==> config.mk <==
export PLATFORM = sky130hd
export DESIGN_NAME = mem_wb_skid
export DESIGN_NICKNAME = d
export VERILOG_FILES = /design/src/rtl/mem_wb_skid_pkg.sv /design/src/rtl/pipe_skid_buf.sv /design/src/rtl/mem_wb_skid.sv
export SDC_FILE = /design/constraint.sdc
export NUM_CORES = 1
export LEC_CHECK = 0
export BUFFER_PORTS_ARGS = -buffer_cell sky130_fd_sc_hd__buf_4
export CORE_ASPECT_RATIO = 0.6
export CORE_MARGIN = 2
export CORE_UTILIZATION = 47
export DETAILED_ROUTE_END_ITERATION = 8
export PLACE_DENSITY = 0.86
export SYNTH_ARGS = -nofsm -noshare
export SYNTH_HDL_FRONTEND = slang
export SYNTH_HIERARCHICAL = 1
export SYNTH_SLANG_ARGS = --single-unit
==> constraint.sdc <==
create_clock -name clk -period 1.5 [get_ports clk]
set_clock_uncertainty 0.15 [all_clocks]
set_input_delay 0.075 -clock clk [delete_from_list [all_inputs] [get_ports clk]]
set_output_delay 0.075 -clock clk [all_outputs]
set_load 0.005 [all_outputs]
==> src/rtl/mem_wb_skid_pkg.sv <==
// Shared word/register-file widths plus the types used by the MEM->WB skid stage.
`ifndef MEM_WB_SKID_DEFINES
`define MEM_WB_SKID_DEFINES
`define WORD_WIDTH 32
`define REG_SIZE   32
`define ZERO_WORD  32'h0000_0000
`endif

package mem_wb_skid_pkg;

    typedef enum logic [1:0] {
        SKID_EMPTY = 2'd0,
        SKID_BUSY  = 2'd1,
        SKID_FULL  = 2'd2
    } skid_state_e;

    // Packed entry is {we, waddr, rdata, alu}.
    function automatic int payload_width(input int data_w, input int addr_w);
        return 1 + addr_w + 2 * data_w;
    endfunction

endpackage

==> src/rtl/pipe_skid_buf.sv <==
// Generic two-entry skid buffer: main register drives the output, skid catches the one
// entry accepted after out_ready drops; in_ready is registered.
module pipe_skid_buf
    import mem_wb_skid_pkg::*;
#(
    parameter int               WIDTH     = 8,
    parameter logic [WIDTH-1:0] FLUSH_CLR = '0
) (
    input  logic             clk,
    input  logic             rst,
    input  logic             flush,
    input  logic             in_valid,
    output logic             in_ready,
    input  logic [WIDTH-1:0] in_data,
    output logic             out_valid,
    input  logic             out_ready,
    output logic [WIDTH-1:0] out_data,
    output logic             skid_full
);

    skid_state_e      state_q;
    skid_state_e      state_d;
    logic [WIDTH-1:0] main_q;
    logic [WIDTH-1:0] skid_q;
    logic             ready_q;
    logic             in_fire;
    logic             out_fire;
    logic             load_main;
    logic             load_skid;
    logic             main_from_skid;

    assign in_fire   = in_valid & ready_q;
    assign out_fire  = (state_q != SKID_EMPTY) & out_ready;
    assign in_ready  = ready_q;
    assign out_valid = (state_q != SKID_EMPTY);
    assign skid_full = (state_q == SKID_FULL);
    assign out_data  = main_q;

    always_comb begin
        state_d        = state_q;
        load_main      = 1'b0;
        load_skid      = 1'b0;
        main_from_skid = 1'b0;
        if (flush) begin
            state_d = SKID_EMPTY;
        end else begin
            case (state_q)
                SKID_EMPTY: begin
                    if (in_fire) begin
                        load_main = 1'b1;
                        state_d   = SKID_BUSY;
                    end
                end
                SKID_BUSY: begin
                    if (in_fire && out_fire) begin
                        load_main = 1'b1;
                    end else if (in_fire) begin
                        load_skid = 1'b1;
                        state_d   = SKID_FULL;
                    end else if (out_fire) begin
                        state_d = SKID_EMPTY;
                    end
                end
                SKID_FULL: begin
                    if (out_fire) begin
                        main_from_skid = 1'b1;
                        state_d        = SKID_BUSY;
                    end
                end
                default: state_d = SKID_EMPTY;
            endcase
        end
    end

    // Flush only masks the FLUSH_CLR bits of held entries; loads never coincide with flush.
    always_ff @(posedge clk) begin
        if (rst) begin
            state_q <= SKID_EMPTY;
            ready_q <= 1'b1;
            main_q  <= '0;
            skid_q  <= '0;
        end else begin
            state_q <= state_d;
            ready_q <= (state_d != SKID_FULL);
            if (load_main)
                main_q <= in_data;
            else if (main_from_skid)
                main_q <= skid_q;
            else if (flush)
                main_q <= main_q & ~FLUSH_CLR;
            if (load_skid)
                skid_q <= in_data;
            else if (flush)
                skid_q <= skid_q & ~FLUSH_CLR;
        end
    end

endmodule

==> src/rtl/mem_wb_skid.sv <==
// MEM->WB stage register: packs the entry, drops writes to r0 at capture and hides
// out_we whenever nothing is presented.
module mem_wb_skid
    import mem_wb_skid_pkg::*;
#(
    parameter int DATA_W = `WORD_WIDTH,
    parameter int ADDR_W = $clog2(`REG_SIZE)
) (
    input  logic              clk,
    input  logic              rst,
    input  logic              flush,
    input  logic              in_valid,
    output logic              in_ready,
    input  logic              in_we,
    input  logic [DATA_W-1:0] in_alu,
    input  logic [DATA_W-1:0] in_rdata,
    input  logic [ADDR_W-1:0] in_waddr,
    output logic              out_valid,
    input  logic              out_ready,
    output logic              out_we,
    output logic [DATA_W-1:0] out_alu,
    output logic [DATA_W-1:0] out_rdata,
    output logic [ADDR_W-1:0] out_waddr,
    output logic              skid_full
);

    localparam int PW = payload_width(DATA_W, ADDR_W);
    localparam logic [PW-1:0] WE_MASK = {1'b1, {(PW-1){1'b0}}};

    logic          we_clean;
    logic          stored_we;
    logic [PW-1:0] in_pack;
    logic [PW-1:0] out_pack;

    assign we_clean = in_we & (in_waddr != '0);
    assign in_pack  = {we_clean, in_waddr, in_rdata, in_alu};

    pipe_skid_buf #(
        .WIDTH    (PW),
        .FLUSH_CLR(WE_MASK)
    ) u_buf (
        .clk      (clk),
        .rst      (rst),
        .flush    (flush),
        .in_valid (in_valid),
        .in_ready (in_ready),
        .in_data  (in_pack),
        .out_valid(out_valid),
        .out_ready(out_ready),
        .out_data (out_pack),
        .skid_full(skid_full)
    );

    assign {stored_we, out_waddr, out_rdata, out_alu} = out_pack;
    assign out_we = out_valid & stored_we;

endmodule

-- After elaboration in Yosys (flattened, before gate mapping)
Cells that the tools add are included.
- output and inout bits: 73
- bits of input ports: 75
- word-level logic and storage cells: 41
- flip-flop bits (word level): 143
- muxes and demuxes: 21
- bitwise gates (word level): 4
- reductions and logical operators: 7
- equality and inequality tests: 3
- operator list (kind ; count):
    $mux W70 ; 4
    $mux W2 ; 6
    $mux W1 ; 9
    $pmux W2 S3 ; 1
    $reduce_bool A2 Y1 ; 3
    $reduce_bool A5 Y1 ; 1
    $and A1 B1 Y1 ; 4
    $reduce_bool A3 Y1 ; 1
    $eq A2 B1 Y1 const B ; 1
    $eq A2 B2 Y1 const B ; 1
    $logic_not A2 Y1 ; 1
    $ne A2 B2 Y1 const B ; 1
    $pmux W1 S2 ; 1
    $logic_and A1 B1 Y1 ; 1

-- Longest topological paths before layout
Gate-level depths: netlist of the first run.
- word-level depth: 8
- mapped depth: 7

-- Cells and area by module
Netlist of the first run, hierarchy kept.
- modules (own cells, without submodules) (module ; area an instance (um^2) ; seq. area each (um^2) ; cells each ; instances):
    pipe_skid_buf ; 5291.3 ; 2862.7 ; 636 ; 1
    mem_wb_skid ; 21.3 ; 0.0 ; 3 ; 1

-- Worst setup path before layout of the first run
No wires, ideal clock.
- path type: reg-to-reg
- from: register u_buf.state_q[1]
- to: register u_buf.main_q[31] (netlist: u_buf/out_data[31])
- library setup time: 0.070 ns
- arrival: 1.266 ns
- data required time: 1.280 ns
- stages on the path, launching flop included: 6
- path slack: 0.014 ns
- path through: dfxtp_1 > nand4bb_1 > nor2_2 > clkbuf_1 > a22oi_1 > a21oi_1
- longest elaborated chain between the ends: 7
- elaborated cells on any way between the ends: 15
- ends and longest elaborated chain (element ; line ; RTL):
    from (decl) ; pipe_skid_buf.sv:21 ; skid_state_e state_q;
    from (signal assigned) ; pipe_skid_buf.sv:83 ; state_q <= state_d;
    $reduce_bool A2 Y1 ; pipe_skid_buf.sv:33 ; assign out_fire = (state_q != SKID_EMPTY) & out_ready;
    $and A1 B1 Y1 ; pipe_skid_buf.sv:33 ;
    $logic_and A1 B1 Y1 or $mux W1 (tied branches) ; pipe_skid_buf.sv:55, pipe_skid_buf.sv:65 ;
    $mux W1, on equally long branches ; pipe_skid_buf.sv:55, pipe_skid_buf.sv:47 ;
    $pmux W1 S2 or $mux W1 (tied branches) ; pipe_skid_buf.sv:47, pipe_skid_buf.sv:44 ;
    $mux W1 or $mux W70 (tied branches) ; pipe_skid_buf.sv:44, pipe_skid_buf.sv:87 ;
    $mux W70 or $reduce_bool A2 Y1 (tied branches) ; n/a ;
    to (signal assigned) ; pipe_skid_buf.sv:86 ; main_q <= in_data;
    to (signal assigned) ; pipe_skid_buf.sv:88 ; main_q <= skid_q;
    to (signal assigned) ; pipe_skid_buf.sv:90 ; main_q <= main_q & ~FLUSH_CLR;
    to (decl) ; pipe_skid_buf.sv:23 ; logic [WIDTH-1:0] main_q;
Several ways; a longest one is shown, not always the timed one.
A chain may end at the register's enable or synchronous reset.

-- Final worst setup path of the first run
- from: register u_buf.state_q[1]
- to: register u_buf.main_q[24] (netlist: u_buf/out_data[24])
The elaborated chain is that of the path after synthesis.

==> Implementation_results.wiki, run 1 <==
{| class="wikitable"
! Metric !! Value
|-
| Critical path endpoint category || flop
|-
| Most common cell after layout, fill and taps aside || sky130_fd_sc_hd__buf_4
|-
| Failing checks || setup timing
|-
| CTS Root Buffer Type || sky130_fd_sc_hd__clkbuf_16
|-
| Final weighted congestion of routability-driven global placement || 0.7952
|-
| Result of the run || complete, but fails checks
|-
| Worst min-delay path class || in2reg
|-
| Number of vias in the routed layout || 6,119
|-
| Data arrival time of the worst path || 1.86 ns
|-
| Share of post-route cells with drive strength above 1 || 43.90%
|-
| IO buf count || 147
|-
| Max-capacitance violation count || 0
|-
| Wire per inst || 20.99 microns
|-
| Antenna-violating nets left || 0
|-
| Total Die Area || 12,200 sq um
|-
| Total wire length after detailed routing || 21,960 microns
|-
| GR Util All Layers || 28.38%
|-
| Layout overhead on the synthesized area || 78.59%
|-
| End of the worst register-to-register path || u_buf/out_data[24]
|-
| Most frequent cells in the layout || sky130_fd_sc_hd__buf_4, sky130_fd_sc_hd__dfxtp_1, sky130_fd_sc_hd__nand2_1
|-
| Count of unresolved DRC violations after routing || 0
|-
| Number of storage elements in the synthesis netlist || 143
|-
| P_leak || 3.743 nW
|-
| Power consumption || 9.832 mW
|-
| Highest clock frequency the design can meet || 590.7 MHz
|-
| Worst-path maximum fanout || 11
|-
| Row count || 30
|-
| Depth of the worst register-to-register path || 6
|-
| Startpoint kind of the worst setup timing path || flop
|-
| Endpoint required time on the critical path || 1.67 ns
|-
| IR drop worst, VDD || between 0.7 and 0.8 mV
|-
| Transition time at the pin with the least slew margin || 0.6106 ns
|-
| Number of logic stages on the critical path including buffering || 6
|-
| Delay of the slowest cell on the worst path || between 0.3 and 0.4 ns
|-
| Pins over their slew limit || 0
|-
| Number of antenna violations at the first check in global routing || 0
|-
| Synthesized instance count || 639
|-
| Fraction of registers with async set/reset || 0%
|-
| Post-Synthesis Mean Instance Area || 8.314 sq um
|-
| Vias in the first global route || roughly 5,500
|-
| GR Layer Usage met3 || 6.796%
|-
| Max transition margin || 59.29%
|-
| Horiz. Die Dim || 141.3 microns
|-
| H-tree level count || 4
|-
| Initial Utilization || 47.65%
|-
| Count of fill cells added during filler insertion || 563
|-
| Worst Path Buf+Inv || 2
|-
| Via/cell ratio || around 6
|-
| Wire length of the first global-routing pass || 27,120 microns
|-
| Number of warnings reported in the yosys synthesis log || 6
|-
| Number of enable-type register cells in the synthesized netlist || 0
|-
| Busiest layer in global routing || met2
|-
| Placed wire-length estimate || 9224 microns
|-
| Startpoint of the worst register-to-register path || u_buf/state_q[1]
|-
| Fraction of the cycle the final worst path needs || 112.9%
|-
| Sink count of the clock tree || approximately 140
|-
| Share of the yosys chip area belonging to registers || 53.89%
|-
| Overflow left after global routing || 0
|-
| Final core occ || 85.11%
|-
| Met1 track demand over resource in global routing || a little over a third
|-
| Cell repeated most along the worst path || sky130_fd_sc_hd__buf_12
|-
| Critical Path Source || u_buf/state_q[1]
|-
| Crit-path cells || and4bb_2 > a21oi_4 > buf_12 > buf_12 > nand2_1 > a21oi_1
|-
| Number of failing setup endpoints in the final timing report || 144
|-
| Y dimension of the die || 86.36 microns
|-
| Min setup slack post-route || -0.1929 ns
|-
| Crit path max-delay family || compound AO/OA/AOI/OAI gates
|-
| Clock Pin Slew Worst Setup and Hold Paths || 0.06 ns
|-
| Pin count of the biggest net entering global routing || 61
|-
| TritonCTS clock tree || built
|-
| Critical Setup Path Class || reg2reg
|-
| Number of distinct library cell variants in the gate-level netlist after synthesis || 26
|-
| Commonest register cell after synthesis || sky130_fd_sc_hd__dfxtp_1
|-
| End of the critical path || u_buf/out_data[24]
|-
| Clock period minus worst slack || between 1.5 and 2 ns
|-
| Setup repair after global routing missed its margin || true
|-
| Slack of the worst reg-to-reg path || -0.19 ns
|-
| Syn_nets || approximately 700
|-
| First drt pass iteration count || 7
|-
| Count of nets after finishing || 964
|-
| Fin. Hold Viols || 0
|-
| Clk_lat worst skew || 0.41 ns
|-
| Core Box Area || 11,150 sq um
|-
| Post-Syn Area || between 5000 and 6000 sq um
|-
| Clock buffers created by TritonCTS || 17
|-
| Antenna Cells || 0
|-
| Number of buffers on the longest clock path || 2
|-
| Met2 usage in global routing || 49.16%
|-
| Total power per unit cell area || approximately 1000 nW/um^2
|-
| Number of placed I/O pins || 148
|-
| CP max-delay cell || sky130_fd_sc_hd__dfxtp_4
|-
| Detailed router's first-iteration violation count || 572
|}
how the worst min path moves through the flow:
| stage | from | end | depth (start not counted) |
|---|---|---|---|
| after floorplan | flush | u_buf/state_q[0] | 1 |
| after global placement | in_rdata[19] | u_buf/skid_q[51] | 3 |
| after detailed placement | in_alu[22] | u_buf/skid_q[22] | 3 |
| after CTS | out_ready | u_buf/state_q[0] | 4 |
| after global routing | out_ready | u_buf/out_data[69] | 4 |
| final | out_ready | u_buf/state_q[0] | 4 |
worst reg2reg max path: stages, from the launching register on:
cell and delay (ns):
sky130_fd_sc_hd__dfxtp_4 0.37, sky130_fd_sc_hd__and4bb_2 0.27, sky130_fd_sc_hd__a21oi_4 0.21, sky130_fd_sc_hd__buf_12 0.18, sky130_fd_sc_hd__buf_12 0.15, sky130_fd_sc_hd__nand2_1 0.07
sky130_fd_sc_hd__a21oi_1 0.20
cell usage after synthesis, drive strengths merged, types with 2 or more instances:
| cell type | number | area share (%) |
|---|---|---|
| mux2i | 2 | 0.38 |
| nand2 | 210 | 15 |
| nor2b | 2 | 0.24 |
| clkbuf | 17 | 1.2 |
| dfxtp | 143 | 54 |
| or4 | 2 | 0.28 |
| a21oi | 141 | 13 |
| nor3 | 3 | 0.28 |
| a22oi | 69 | 9.8 |
| nor2 | 2 | 0.24 |
| buf | 35 | 3.6 |
| a221oi | 2 | 0.33 |
cells by family after synthesis:
logic type             share of synthesized area [%]
AO/OA/AOI/OAI                                  23.74
buffers and inverters                          4.828
flip-flops                                     53.89
multiplexers                                  0.3768
AND/OR/NAND/NOR                                17.17
metal layers:
layer	share of wire [%]	routed length [microns]	up-vias
li1	-	-	2711
met1	38	8288	2933
met2	50	10960	416
met3	9.8	2148	59
met4	2.5	556	0
met5	0	0	-
state kept, by name, indices dropped and copies added (netlist names):
name,flops
u_buf/out_data,70
u_buf/skid_q,70
u_buf/state_q,2
u_buf/in_ready,1
per-stage QoR:
| step | setup TNS, ns | std cells | hold slack [ns] | area, sq um | worst slack [ns] |
|---|---|---|---|---|---|
| 2_1_floorplan | 0 | 639 | 0.001897 | 5313 | 0.01399 |
| 3_3_place_gp | -7.102 | 909 | 0.1830 | 6787 | -0.08551 |
| 3_5_place_dp | -11.85 | 909 | 0.1916 | 6787 | -0.1458 |
| 4_1_cts | -5.699 | 1028 | 0.01468 | 8611 | -0.1023 |
| 5_1_grt | -19.64 | 1046 | 0.07627 | 9488 | -0.2148 |
| 6_report | -14.78 | 1046 | 0.03571 | 9488 | -0.1929 |
report_power, final:
part	internal, mW	switching (mW)
clock network	3.01	1.62
registers	3.91	0.0985
logic	0.643	0.550
total	7.56	2.27
timing repair:
item                                    in CTS  in global routing
cloned                                       6                 14
resized for setup                           54                162
pin swaps                                   14                 64
hold buffers                                73                  0
endpoints found under the setup margin     144                144
hold endpoints to repair                   142                  0
buffers inserted                             8                  5
final cells by class:
class	instances	area [sq um]	share of cell area, %
clock buffers	23	498.0	5.249
well taps	144	180.2	1.899
clock inverters	9	152.6	1.609
repair buffers	283	2913	30.70
inverters	1	3.754	0.03956
multi-input cells	443	2869	30.24
flip-flops and latches	143	2872	30.27
Power figures use the tool's default switching activity.
==> run 2: changes to the inputs <==
==> constraint.sdc (replaced) <==
create_clock -name clk -period 1.44 [get_ports clk]
set_clock_uncertainty 0.15 [all_clocks]
set_input_delay 0.072 -clock clk [delete_from_list [all_inputs] [get_ports clk]]
set_output_delay 0.072 -clock clk [all_outputs]
set_load 0.005 [all_outputs]
==> run 2 against run 1 <==
  * The run still ends with setup timing left
  * Critical endpoint is now u_buf/out_data[62]
  * Via count decreased by 1.1%
  * Non-clock buffer count rose by 2
  * Final area is 0.88% higher
  * Global-route usage rose by 1.2 points
  * Utilization is 0.75 points higher
  * Count of clock-buffer cells in the layout down 1
  * Critical path depth unchanged
  * First-iteration DRC count decreased by 12%
==> Implementation_results.wiki, run 2 (synthesis gave the netlist of run 1 again) <==
{| class="wikitable"
! Metric !! Value
|-
| Result of the run || complete, but fails checks
|-
| Failing checks || setup timing
|-
| Initial Utilization || 47.65% (unchanged)
|-
| Share of power burned in combinational logic || 13.0% (+0.9 points)
|-
| Share of post-route cells with drive strength above 1 || 44.85% (+0.95 points)
|-
| Endpoint required time on the critical path || 1.62 ns (-0.05 ns)
|-
| Wire per inst || 20.59 microns (-1.9%)
|-
| Number of antenna violations at the first check in global routing || 0 (unchanged)
|-
| Row count || 30 (unchanged)
|-
| Startpoint kind of the worst setup timing path || flop
|-
| Share of power burned in registers || 41.5% (+0.8 points)
|-
| Slack of the worst reg-to-reg path || -0.25 ns (-0.05 ns)
|-
| GR Util All Layers || 29.59% (+1.2 points)
|-
| Core Box Area || 11,150 sq um (unchanged)
|-
| Pins over their slew limit || 0 (unchanged)
|-
| Layout overhead on the synthesized area || 80.17%
|-
| Final weighted congestion of routability-driven global placement || 0.8222 (+3.4%)
|-
| Critical path endpoint category || flop
|-
| Crit-path cells || nor4bb_4 > buf_4 > buf_8 > buf_12 > a22oi_1 > a21oi_1
|-
| Total power per unit cell area || 1047 nW/um^2 (+1.0%)
|-
| Min setup slack post-route || -0.2474 ns (-0.05450 ns)
|-
| Highest clock frequency the design can meet || 592.6 MHz (+0.33%)
|-
| Clk network pwr share || 45.5% (-1.6 points)
|-
| CTS Root Buffer Type || sky130_fd_sc_hd__clkbuf_16
|-
| Count of nets after finishing || 966 (+0.21%)
|-
| H-tree level count || 4 (unchanged)
|-
| Transition time at the pin with the least slew margin || 0.3283 ns (-0.2824 ns)
|-
| TritonCTS clock tree || built
|-
| Total Die Area || 12,200 sq um (unchanged)
|-
| Delay of the slowest cell on the worst path || 0.37 ns (about the same)
|-
| Clk_lat worst skew || 0.41 ns (about the same)
|-
| P_leak || 3.745 nW (about the same)
|-
| Count of unresolved DRC violations after routing || 0 (unchanged)
|-
| Critical Setup Path Class || reg2reg
|-
| Pin count of the biggest net entering global routing || 58 (-4.9%)
|-
| Fraction of the cycle the final worst path needs || 117.2% (+4.3 points)
|-
| First drt pass iteration count || 5 (-2)
|-
| Number of failing setup endpoints in the final timing report || 135 (-6.3%)
|-
| Clock Pin Slew Worst Setup and Hold Paths || 0.06 ns (about the same)
|-
| Count of fill cells added during filler insertion || 526 (-6.6%)
|-
| Switching power total || 2.384 mW (+4.9%)
|-
| Max transition margin || 78.11% (+19 points)
|-
| Fin. Hold Viols || 0 (unchanged)
|-
| Sink count of the clock tree || 143 (unchanged)
|-
| Worst-path maximum fanout || 11 (unchanged)
|-
| Placed wire-length estimate || 9456 microns (+2.5%)
|-
| Power consumption || 10.02 mW (+1.9%)
|-
| CP max-delay cell || sky130_fd_sc_hd__dfxtp_4
|-
| Clock buffers created by TritonCTS || 17 (unchanged)
|-
| Final core occ || 85.86% (+0.75 points)
|-
| Total wire length after detailed routing || 21,550 microns (-1.8%)
|-
| Net Sw Frac || 23.80% (+0.68 points)
|-
| Wire length of the first global-routing pass || 28,280 microns (+4.3%)
|-
| Via/cell ratio || 5.780 (-1.2%)
|-
| Max-capacitance violation count || 0 (unchanged)
|-
| IO buf count || 147 (unchanged)
|-
| Number of placed I/O pins || 148 (unchanged)
|-
| Number of vias in the routed layout || 6,052 (-1.1%)
|-
| Most common cell after layout, fill and taps aside || sky130_fd_sc_hd__buf_4
|-
| Antenna Cells || 0 (unchanged)
|-
| Setup repair after global routing missed its margin || true
|-
| Number of buffers on the longest clock path || 2 (unchanged)
|-
| Clock period minus worst slack || 1.687 ns (-0.005496 ns)
|-
| Overflow left after global routing || 0 (unchanged)
|-
| Data arrival time of the worst path || 1.87 ns (about the same)
|-
| Antenna-violating nets left || 0 (unchanged)
|-
| Horiz. Die Dim || 141.3 microns (unchanged)
|-
| IR drop worst, VDD || 0.8552 mV (+9.6%)
|-
| Internal cell power || 7.634 mW (+0.99%)
|-
| Worst min-delay path class || in2reg
|-
| Dpl ws || -0.1697 ns (-0.02396 ns)
|-
| Most frequent cells in the layout || sky130_fd_sc_hd__buf_4, sky130_fd_sc_hd__nand2_1, sky130_fd_sc_hd__dfxtp_1
|-
| Y dimension of the die || 86.36 microns (unchanged)
|-
| Detailed router's first-iteration violation count || 504 (-12%)
|-
| Vias in the first global route || 5,544 (+1.6%)
|}
run 2: cell count changes in the layout (fill, tap and decap cells not counted), sizes merged:
cell / delta
buf: +1
bufinv: -1
clkinv: +1
clkinvlp: +1
inv: -1
run 2: cell type report:
cell class                 instances  area [sq um]  area share, %
sequential                       143          2872          30.00
inverter                           1         3.754        0.03922
tap                              144         180.2          1.882
clock inverter                     9         133.9          1.399
multi-input combinational        443          2917          30.47
clock buffer                      22         474.2          4.954
timing repair buffer             285          2992          31.25
run 2: per-stage QoR:
stage | hold WS, ns | instance area (sq um) | cells | TNS [ns]
after floorplan | -0.008530 | 5335 | 639 | -0.02913
after global placement | 0.1818 | 6789 | 909 | -11.03
after detailed placement | 0.1868 | 6789 | 909 | -14.87
after CTS | 0.005199 | 8727 | 1033 | -7.804
after global routing | 0.04621 | 9572 | 1047 | -24.34
final | 0.04718 | 9572 | 1047 | -17.42
run 2: power groups by stage:
stage          Clock (mW)  Combinational, mW  Sequential [mW]
2_1_floorplan           0              0.302             4.22
3_3_place_gp            0              0.753             4.22
3_5_place_dp            0              0.766             4.22
4_1_cts              4.52               1.09             4.14
5_1_grt              4.74               1.36             4.17
6_report             4.56               1.30             4.16
run 2: routing by layer:
layer / track usage [%] / wire, microns
met1: 37.27 / 8606
met2: 51.50 / 10710
met3: 6.464 / 1832
met4: 9.091 / 407
met5: 0 / 0
run 2: final timing paths:
kind	start	endpoint	cells after the start
hold reg to reg	u_buf/out_data[14]	u_buf/out_data[14]	2
setup / recovery	u_buf/state_q[0]	u_buf/out_data[62]	6
setup reg to reg	u_buf/state_q[0]	u_buf/out_data[62]	6
hold / removal	in_we	u_buf/skid_q[69]	4
run 2: repair_timing:
action,in CTS,in global routing
gates resized for setup,73,149
cloned,10,13
hold endpoints to repair,143,0
hold buffers,73,0
pin swaps,6,66
buffers inserted,11,2
setup endpoints to repair,144,144
run 2: critical path: cells and delay by family, from the launching register on:
kind / cells / cell delay, ns
buffers and inverters: 3 / 0.48
DFF: 1 / 0.37
and+or+nand+nor: 1 / 0.30
AOI/OAI and AO/OA: 2 / 0.30
==> run 3: changes to the inputs <==
--- a/config.mk
+++ b/config.mk
@@ -8,10 +8,9 @@
 export BUFFER_PORTS_ARGS = -buffer_cell sky130_fd_sc_hd__buf_4
 export CORE_ASPECT_RATIO = 0.6
 export CORE_MARGIN = 2
-export CORE_UTILIZATION = 47
+export CORE_UTILIZATION = 49
 export DETAILED_ROUTE_END_ITERATION = 8
 export PLACE_DENSITY = 0.86
 export SYNTH_ARGS = -nofsm -noshare
 export SYNTH_HDL_FRONTEND = slang
-export SYNTH_HIERARCHICAL = 1
 export SYNTH_SLANG_ARGS = --single-unit
==> run 3 against run 2 <==
  * Total power shrank 2.6%
  * Sequential power rose by 1%
  * Critical path type unchanged
  * Global-route usage fell by 3.6 points
  * Wire length is 1.8% lower
  * Utilization down 11 points
  * Sequential share of layout area decreased by 0.50 points
  * Register-to-register slack worse by 0.06 ns
  * Combinational power hardly changed
  * Critical endpoint is now u_buf.skid_q[62]
  * Clock power is 7.7% lower
  * Worst hold slack got worse by 0.038 ns
  * The flow still finishes with violations (setup timing)
==> Implementation_results.wiki, run 3 <==
{| class="wikitable"
! Metric !! Value
|-
| Result of the run || complete, but fails checks
|-
| Failing checks || setup timing
|-
| Power consumption || 9.759 mW (-2.6%)
|-
| Cell taking the most area after synthesis || sky130_fd_sc_hd__dfxtp_1
|-
| Endpoint required time on the critical path || 1.58 ns (-0.04 ns)
|-
| Row count || 32 (+6.7%)
|-
| Clock buffers created by TritonCTS || 17 (unchanged)
|-
| GR Util All Layers || 26.01% (-3.6 points)
|-
| Fraction of synthesized cell area taken by the top area cell type || 43.16% (-11 points)
|-
| Syn_nets || 865 (+21%)
|-
| Number of vias in the routed layout || 6,201 (+2.5%)
|-
| Wire length of the first global-routing pass || 29,860 microns (+5.6%)
|-
| Dpl ws || -0.2496 ns (-0.07991 ns)
|-
| Total wire length after detailed routing || 21,160 microns (-1.8%)
|-
| Top cells by area in the synthesized netlist || sky130_fd_sc_hd__dfxtp_1, sky130_fd_sc_hd__nand2_1, sky130_fd_sc_hd__a311oi_2, sky130_fd_sc_hd__buf_4, sky130_fd_sc_hd__a21oi_1
|-
| Share of power burned in registers || 43.2% (+1.7 points)
|-
| Number of failing setup endpoints in the final timing report || 143 (+5.9%)
|-
| First drt pass iteration count || 5 (unchanged)
|-
| Number of placed I/O pins || 148 (unchanged)
|-
| Detailed router's first-iteration violation count || 385 (-24%)
|-
| Most frequent cells in the layout || sky130_fd_sc_hd__nand2_1, sky130_fd_sc_hd__buf_4, sky130_fd_sc_hd__dfxtp_1
|-
| Share of post-route cells with drive strength above 1 || 47.61% (+2.8 points)
|-
| Number of warnings reported in the yosys synthesis log || 0 (-6)
|-
| Count of unresolved DRC violations after routing || 0 (unchanged)
|-
| Data arrival time of the worst path || 1.89 ns (+0.02 ns)
|-
| Pins over their slew limit || 0 (unchanged)
|-
| Max transition margin || 72.64% (-5.5 points)
|-
| Max-capacitance violation count || 0 (unchanged)
|-
| Number of buffers on the longest clock path || 2 (unchanged)
|-
| H-tree level count || 4 (unchanged)
|-
| Critical path endpoint category || flop
|-
| Crit-path cells || nand3b_4 > buf_6 > or3_4 > clkbuf_16 > nand2_1 > a21oi_2
|-
| Vias in the first global route || 5,902 (+6.5%)
|-
| Delay of the slowest cell on the worst path || 0.47 ns (+0.10 ns)
|-
| Min setup slack post-route || -0.3071 ns (-0.05970 ns)
|-
| Share of the yosys chip area belonging to registers || 43.16% (-11 points)
|-
| Number of enable-type register cells in the synthesized netlist || 0 (unchanged)
|-
| Worst-path maximum fanout || 9 (-2)
|-
| Clock Pin Slew Worst Setup and Hold Paths || 0.06 ns (about the same)
|-
| Initial Utilization || 50.97% (+3.3 points)
|-
| Internal cell power || 7.252 mW (-5.0%)
|-
| Post-Synthesis Mean Instance Area || 8.396 sq um (+0.98%)
|-
| CP max-delay cell || sky130_fd_sc_hd__or3_4
|-
| Fraction of the cycle the final worst path needs || 121.3% (+4.1 points)
|-
| Post-Syn Area || 6633 sq um (+25%)
|-
| Y dimension of the die || 94.12 microns (+9.0%)
|-
| Net Sw Frac || 25.69% (+1.9 points)
|-
| Startpoint kind of the worst setup timing path || flop
|-
| Antenna-violating nets left || 0 (unchanged)
|-
| IO buf count || 147 (unchanged)
|-
| Core Box Area || 13,010 sq um (+17%)
|-
| Number of distinct library cell variants in the gate-level netlist after synthesis || 29 (+12%)
|-
| Final core occ || 74.73% (-11 points)
|-
| Via/cell ratio || 5.468 (-5.4%)
|-
| Overflow left after global routing || 0 (unchanged)
|-
| Sink count of the clock tree || 143 (unchanged)
|-
| P_leak || 3.633 nW (-3.0%)
|-
| Count of fill cells added during filler insertion || 881 (+67%)
|-
| Clk network pwr share || 43.1% (-2.4 points)
|-
| IR drop worst, VDD || 0.7582 mV (-11%)
|-
| Worst hold margin || 0.009200 ns (-0.03798 ns)
|-
| Fin. Hold Viols || 0 (unchanged)
|-
| Total power per unit cell area || 1004 nW/um^2 (-4.1%)
|-
| Number of antenna violations at the first check in global routing || 0 (unchanged)
|-
| Worst Path Buf+Inv || 2 (-1)
|-
| Pin count of the biggest net entering global routing || 69 (+19%)
|-
| Setup repair after global routing missed its margin || true
|-
| Wire per inst || 18.66 microns (-9.4%)
|-
| Top cell types by occurrence after synthesis || sky130_fd_sc_hd__nand2_1, sky130_fd_sc_hd__dfxtp_1, sky130_fd_sc_hd__buf_4
|-
| Horiz. Die Dim || 154.2 microns (+9.2%)
|-
| Layout overhead on the synthesized area || 46.61%
|-
| Most common cell after layout, fill and taps aside || sky130_fd_sc_hd__nand2_1
|-
| TritonCTS clock tree || built
|-
| Share of power burned in combinational logic || 13.7% (+0.7 points)
|-
| Antenna Cells || 0 (unchanged)
|-
| Critical Setup Path Class || reg2reg
|-
| Highest clock frequency the design can meet || 572.4 MHz (-3.4%)
|-
| Commonest register cell after synthesis || sky130_fd_sc_hd__dfxtp_1
|-
| Switching power total || 2.507 mW (+5.1%)
|-
| Total Die Area || 14,510 sq um (+19%)
|-
| Clk_lat worst skew || 0.41 ns (about the same)
|-
| Count of nets after finishing || 1,027 (+6.3%)
|-
| Fraction of registers with async set/reset || 0% (unchanged)
|-
| Final weighted congestion of routability-driven global placement || 0.8174 (-0.58%)
|-
| Clock period minus worst slack || 1.747 ns (+0.05970 ns)
|-
| Crit path max-delay family || simple AND/OR/NAND/NOR gates
|-
| Most frequent cell after synthesis || sky130_fd_sc_hd__nand2_1
|-
| Placed wire-length estimate || 10,190 microns (+7.7%)
|-
| Worst min-delay path class || in2reg
|-
| CTS Root Buffer Type || sky130_fd_sc_hd__clkbuf_16
|-
| Number of storage elements in the synthesis netlist || 143 (unchanged)
|-
| Synthesized instance count || 790 (+24%)
|-
| Transition time at the pin with the least slew margin || 0.4104 ns (+0.08207 ns)
|}
==> run 3: changes by cell type after synthesis, moves of 68 or more <==
cell	delta
sky130_fd_sc_hd__nor2_1	+70
sky130_fd_sc_hd__a311oi_2	+69
sky130_fd_sc_hd__nand2_1	+71
sky130_fd_sc_hd__a21oi_1	-68
sky130_fd_sc_hd__a22oi_1	-69
sky130_fd_sc_hd__buf_4	+70
==> run 3: final cells by class <==
type | count | area (sq um) | share of cell area [%]
multi-input cells | 515 | 3418 | 35.15
repair buffers | 274 | 2664 | 27.39
clock buffers | 19 | 442.9 | 4.555
inverters | 1 | 3.754 | 0.03860
flip-flops and latches | 143 | 2869 | 29.50
well taps | 170 | 212.7 | 2.187
clock inverters | 12 | 113.9 | 1.171
==> run 3: path summary, 6_finish.rpt <==
check | startpoint | to | slack (ns) | cells past startpoint
worst max-delay path | u_buf.state_q[1] | u_buf.skid_q[62] | -0.31 | 6
worst min-delay path | out_ready | u_buf.state_q[0] | 0.009 | 5
worst max register to register | u_buf.state_q[1] | u_buf.skid_q[62] | -0.31 | 6
worst min register to register | u_buf.skid_q[26] | u_buf.skid_q[26] | 0.31 | 2
==> run 3: through the flow <==
stage                     setup TNS, ns  area (sq um)  std cells
after floorplan                  -17.12          6837        790
after global placement           -23.80          7536       1003
after detailed placement         -28.20          7536       1003
after CTS                        -28.43          9155       1122
after global routing             -41.11          9724       1134
final                            -34.84          9724       1134
==> run 3: cells by family after synthesis <==
family,count (synthesis),synth area share (%)
AO/OA/AOI/OAI,146,21.56
AND/OR/NAND/NOR,367,21.92
flip-flops,143,43.16
multiplexers,1,0.1509
buffers and inverters,133,13.21
==> run 3: worst min-delay path, delay by kind of cell <==
kind	cells	cell delay [ns]
buffers and inverters	1	0.12
AOI/OAI and AO/OA	2	0.23
and+or+nand+nor	2	0.10
==> run 3: power by group through the flow <==
stage          clock network, mW  logic, mW  registers [mW]
5_1_grt                     4.40       1.41            4.23
3_3_place_gp                   0       1.01            4.29
2_1_floorplan                  0      0.742            4.26
3_5_place_dp                   0       1.03            4.29
4_1_cts                     4.23       1.24            4.21
6_report                    4.21       1.33            4.22
==> run 3: timing repair <==
action / CTS / global route
gates cloned: 5 / 11
setup buffers: 10 / 4
resized for setup: 37 / 109
hold buffers: 73 / 0
endpoints found under the setup margin: 142 / 143
pin swaps: 8 / 38
hold endpoints to repair: 143 / 0
==> run 3: metal layers <==
layer / routed length (microns) / share of wire (%) / GRT usage (%) / up-vias
li1: - / - / - / 2905
met1: 9202 / 43 / 32.27 / 3001
met2: 10200 / 48 / 45.03 / 267
met3: 1444 / 6.8 / 6.273 / 28
met4: 308 / 1.5 / 8.178 / 0
met5: 0 / 0 / 0 / -
